### src/rtl/ntt_pkg.sv
// Shared types and constants for the Kyber/NTT coefficient datapath.
package ntt_pkg;

  localparam int unsigned KYBER_Q = 3329;
  localparam int unsigned COEF_W  = 12;

  typedef enum logic {
    OP_ADD = 1'b0,
    OP_SUB = 1'b1
  } modop_e;

endpackage

### src/rtl/mod_correct.sv
// Final modular correction of a W+1-bit raw add/sub value into [0, Q-1].
// Reused by the butterfly unit, so it stays purely combinational.
module mod_correct
  import ntt_pkg::*;
#(
  parameter int unsigned W = COEF_W,
  parameter int unsigned Q = KYBER_Q
) (
  input  logic [W:0]   raw,
  input  modop_e       op,
  output logic [W-1:0] result_c
);

  localparam logic [W:0] QX = (W+1)'(Q);

  // Add overflows past Q at most once; a sub borrow shows up in the top bit.
  always_comb begin
    result_c = W'(raw);
    if (op == OP_ADD) begin
      if (raw >= QX) result_c = W'(raw - QX);
    end else begin
      if (raw[W]) result_c = W'(raw + QX);
    end
  end

endmodule

### src/rtl/mod_addsub_pipe.sv
// Two-stage modular add/subtract with valid/ready backpressure and tag passthrough.
// S1 forms the raw sum/difference, S2 corrects it and drives the outputs.
module mod_addsub_pipe
  import ntt_pkg::*;
#(
  parameter int unsigned W     = COEF_W,
  parameter int unsigned Q     = KYBER_Q,
  parameter int unsigned TAG_W = 4
) (
  input  logic             clk,
  input  logic             rst,
  input  logic             in_valid,
  output logic             in_ready,
  input  logic             in_op,
  input  logic [W-1:0]     in_a,
  input  logic [W-1:0]     in_b,
  input  logic [TAG_W-1:0] in_tag,
  output logic             out_valid,
  input  logic             out_ready,
  output logic [W-1:0]     out_result,
  output logic [TAG_W-1:0] out_tag,
  output logic             out_range_err
);

  if (Q <= 1 || 64'(Q) >= (64'd1 << W)) begin : g_bad_q
    $error("mod_addsub_pipe: Q must satisfy 1 < Q < 2**W");
  end

  typedef struct packed {
    logic [W:0]     raw;
    modop_e         op;
    logic [TAG_W-1:0] tag;
    logic           err;
  } s1_t;

  logic         s1_valid;
  s1_t          s1_q;
  s1_t          s1_d_c;
  logic         s2_load_c;
  logic         s1_load_c;
  logic [W-1:0] corr_c;

  assign s2_load_c = !out_valid || out_ready;
  assign s1_load_c = !s1_valid || s2_load_c;
  assign in_ready  = s1_load_c;

  // Raw result at W+1 bits; subtraction wraps two's complement into the top bit.
  always_comb begin
    s1_d_c     = '0;
    s1_d_c.op  = modop_e'(in_op);
    s1_d_c.tag = in_tag;
    s1_d_c.err = (in_a >= W'(Q)) || (in_b >= W'(Q));
    if (in_op) s1_d_c.raw = {1'b0, in_a} - {1'b0, in_b};
    else       s1_d_c.raw = {1'b0, in_a} + {1'b0, in_b};
  end

  always_ff @(posedge clk or posedge rst) begin
    if (rst) begin
      s1_valid <= 1'b0;
      s1_q     <= '0;
    end else if (s1_load_c) begin
      s1_valid <= in_valid;
      if (in_valid) s1_q <= s1_d_c;
    end
  end

  mod_correct #(.W(W), .Q(Q)) u_corr (
    .raw      (s1_q.raw),
    .op       (s1_q.op),
    .result_c (corr_c)
  );

  // Output stage only updates on a load, so outputs hold while stalled.
  always_ff @(posedge clk or posedge rst) begin
    if (rst) begin
      out_valid     <= 1'b0;
      out_result    <= '0;
      out_tag       <= '0;
      out_range_err <= 1'b0;
    end else if (s2_load_c) begin
      out_valid <= s1_valid;
      if (s1_valid) begin
        out_result    <= corr_c;
        out_tag       <= s1_q.tag;
        out_range_err <= s1_q.err;
      end
    end
  end

endmodule

### config.mk
export PLATFORM = sky130hd
export DESIGN_NAME = mod_addsub_pipe
export DESIGN_NICKNAME = d
export VERILOG_FILES = /design/src/rtl/ntt_pkg.sv /design/src/rtl/mod_correct.sv /design/src/rtl/mod_addsub_pipe.sv
export SDC_FILE = /design/constraint.sdc
export NUM_CORES = 1
export LEC_CHECK = 0
export ABC_AREA = 1
export CORE_ASPECT_RATIO = 1.1
export CORE_MARGIN = 2
export CORE_UTILIZATION = 55
export DETAILED_ROUTE_END_ITERATION = 8
export PLACE_DENSITY = 0.89
export SYNTH_ARGS = -nofsm -noshare
export SYNTH_HDL_FRONTEND = slang
export SYNTH_SLANG_ARGS = --single-unit
### constraint.sdc
create_clock -name clk -period 3.2 [get_ports clk]
set_input_delay 0.48 -clock clk [delete_from_list [all_inputs] [get_ports clk]]
set_output_delay 0.48 -clock clk [all_outputs]
set_load 0.005 [all_outputs]
==> results.py <==
metrics = {
    "setup_path": {
        "cp_slowest_stage_delay_ns": 0.47,
        "crit_chain": "clkdlybuf4s50_1 -> inv_1 -> ha_1 -> nand2_1 -> o31ai_1 -> xnor2_1 -> inv_1 -> ha_1 -> a21oi_1 -> o21ai_0 -> inv_1 -> nand2_1 -> or2_2 -> nand3_1 -> o21ai_0",
        "crit_family": "buffers and inverters",
        "path_max_fanout": 5,
        "cpMostUsedCell": "inv_1",
        "r2r-end": "out_result[6]",
        "r2r_setup_slack_ns": 1.09,
        "crit_slowest_cell": "clkdlybuf4s50_1",
        "arrival_ns": 3.03,
        "rr_worst_depth": 8,
        "r2r_start": "s1_q[6]",
        "crit_type": "in2reg",
        "cp.required_ns": 3.37,
        "critPathBufInv": 4,
        "cp-start-kind": "input port",
        "worst_setup_path_end_kind": "flop",
    },
    "run": {
        "maxCapViolCount": 0,
    },
    "sta": {
        "fin_tns_setup_ns": 0,
        "postLayoutSetupSlackWorst_ns": 0.335,
        "rsz0062_at_grt": "false",
        "max_clock_freq_ghz": 0.349,
        "tightestPinTransition_ns": 0.526,
        "relSlewSlack_pct": 64.8,
        "skew_ns": 0.00843,
        "fin_crit_sh_pct": 89.5,
        "setup_viol": 0,
        "report.final.slew_viol_count": 0,
        "post-route-min-period_ns": 2.87,
        "hold_violations": 0,
    },
    "cts": {
        "cts-resized-gates": 0,
        "clockBufferDepth": 2,
        "clock_sinks": 38,
        "postCtsHoldBufs": 0,
        "path_clk_slew_ns": 0.08,
        "cts_setup_buffers": 0,
        "cts_buffers": 5,
        "cts.htree.levels": 2,
        "cts_root_buf": "clkbuf_8",
        "cts_tree": "done",
        "worst_skew_pair.late_latency_ns": 0.29,
    },
    "detailed_routing": {
        "top_layer_used": "met4",
        "met1_length_um": 3330,
        "drtIter0Drc": 285,
        "route.met3.wl_um": 370,
        "ant_nets": 0,
        "vias_per_cell": 5.40,
        "drc": 0,
        "drtPass1Iterations": 5,
        "wl_per_cell_um": 13.0,
        "dr_wl_met2_um": 3950,
        "vias": 3292,
        "wirelength_um": 7940,
    },
    "power": {
        "sw_frac_of_total_pct": 38.0,
        "p_per_area_mw_per_mm2": 573,
        "p_leak_nw": 1.96,
        "power.share.clock_pct": 22.0,
        "ir_drop_v": 0.000448,
        "power_switching_mw": 0.835,
        "p_int_mw": 1.36,
        "comb_power_share_pct": 42.9,
        "seqPwrFrac_pct": 35.1,
    },
    "synthesis": {
        "syn-num-nets": 539,
        "syn_area_mm2": 0.00316,
        "synth.distinct_cells": 33,
        "ys_seq_area_share_pct": 30.1,
        "synth_cells": 487,
        "yosysWarnings": 0,
        "avgSynthCellArea_um2": 6.49,
        "synth-seq-cells": 38,
    },
    "place": {
        "io_buffers": 51,
        "routabilityCongestion": 0.908,
        "dp_hpwl_um": 6200,
        "dp_worst_setup_slack_ns": 0.0544,
    },
    "worst_hold_path": {
        "hp-class": "reg2reg",
        "hp-start": "s1_q[4]",
        "min_to": "out_tag[3]",
        "min_path_cells": 2,
    },
    "floorplanning": {
        "pin_count": 52,
        "floorplan.initialDensity_pct": 57.9,
        "die_w_um": 76.3,
        "coreArea_mm2": 0.00547,
        "dieHeight_um": 83.5,
        "die_area_mm2": 0.00637,
        "num_rows": 28,
    },
    "global_routing": {
        "overflow": 0,
        "antenna_found_initial": 0,
        "grt_max_degree": 39,
        "grt_pass1_wl_um": 13800,
        "grt_usage_pct": 26.3,
        "grt_pass1_vias": 3133,
    },
    "run_status": {
        "outcome": "completed",
    },
    "cells_and_area": {
        "drive_gt1_share_pct": 5.42,
        "final_util_pct": 70.1,
        "diodes": 0,
        "nets": 586,
        "syn2layout_area_growth_pct": 21.2,
    },
}
[power groups by stage]
stage / clock network [mW] / logic (mW) / registers, mW
2_1_floorplan: 0 / 0.622 / 0.726
3_3_place_gp: 0 / 0.903 / 0.770
3_5_place_dp: 0 / 0.933 / 0.775
4_1_cts: 0.494 / 0.942 / 0.767
5_1_grt: 0.514 / 1.06 / 0.794
6_report: 0.484 / 0.942 / 0.771
[layer usage]
layer  up-vias  GRT usage [%]
met3        21           3.35
li1       1662              -
met2       118           46.7
met5         -              0
met1      1491           31.9
met4         0           11.4
[worst max-delay path by stage]
stage	startpoint	endpoint	slack (ns)	cells after the start
6_report	in_b[0]	s1_q[13]	0.33	15
5_1_grt	in_b[0]	s1_q[17]	0.12	16
4_1_cts	in_b[0]	s1_q[13]	0.36	15
3_5_place_dp	in_b[0]	s1_q[13]	0.05	15
3_3_place_gp	in_b[0]	s1_q[13]	0.18	15
2_1_floorplan	in_b[1]	s1_q[13]	0.76	14
[layout by cell type, fill, tap and decap left out, types with 2 or more instances in the layout]
master / n
bufinv_16: 2
or2_2: 4
inv_2: 4
nor3_1: 6
nand3_1: 54
clkdlybuf4s50_1: 51
xnor2_1: 2
o31ai_1: 3
dfrtp_1: 38
nor2_2: 5
inv_1: 62
a21oi_1: 17
buf_4: 4
xor2_1: 8
nand2_1: 151
ha_1: 18
a21o_1: 2
nor2_1: 45
nand3b_1: 2
a31oi_1: 4
nand4_1: 7
clkbuf_8: 5
o21ai_0: 30
[synth_stat cells]
cell type  count  share of area, %
ha_1          18               7.1
nand3b_1       2              0.47
nor3_1         6              0.95
nor2_2         5              0.99
buf_6          4               1.4
a21oi_1       17               2.7
clkbuf_1       5              0.59
nand3_1       54               8.5
a32oi_1        1              0.28
o21a_1         1              0.24
nand3_2        1              0.32
fa_1           1              0.63
inv_2          4              0.47
nor2_4         1              0.36
nand2_2        1              0.20
xnor2_1        2              0.55
a21o_1         2              0.47
buf_2          3              0.47
o21ai_0       30               4.7
xor2_1         8               2.2
buf_4          3              0.71
inv_1         62               7.4
a221oi_1       1              0.28
nor4_1         1              0.20
a31oi_1        4              0.79
dfrtp_1       38                30
nor2_1        45               5.3
o31ai_1        3              0.71
or2_2          4              0.79
nand4_1        7               1.4
nand2_1      151                18
o41ai_1        1              0.28
nand4_2        1              0.40
[registers in the layout, indices dropped and copies added (netlist names)]
register	cells
out_valid	1
s1_q	19
out_tag	4
out_result	12
out_range_err	1
s1_valid	1
[metrics by stage]
| step | std cells | power [mW] | instance area, um^2 | hold WS, ns |
|---|---|---|---|---|
| 3_3_place_gp | 602 | 1.67 | 3690 | 0.456 |
| 5_1_grt | 610 | 2.37 | 3830 | 0.513 |
| 3_5_place_dp | 602 | 1.71 | 3690 | 0.463 |
| 2_1_floorplan | 487 | 1.35 | 3160 | 0.442 |
| 4_1_cts | 610 | 2.20 | 3830 | 0.483 |
| 6_report | 610 | 2.20 | 3830 | 0.477 |
[layout make-up]
type | count | area (um^2)
inverter | 66 | 248
multi-input combinational | 368 | 1860
timing repair buffer | 55 | 541
clock buffer | 5 | 68.8
fill | 463 | 1630
sequential | 38 | 951
tap | 75 | 93.8
clock inverter | 3 | 68.8
[cells by family after synthesis]
family / count (synthesis) / synth area share, %
buffers and inverters: 81 / 11.0
flip-flops: 38 / 30.1
XOR/XNOR: 10 / 2.77
adder cells (fa/ha/maj): 19 / 7.76
AND/OR/NAND/NOR: 279 / 37.9
AO/OA/AOI/OAI: 60 / 10.5
[tightest hold or removal path, cell delays in order, from the launching register on]
cell and delay (ns):
dfrtp_1 0.35, nand2_1 0.05, nand2_1 0.05
No activity file was read; power rests on OpenSTA's default activity.
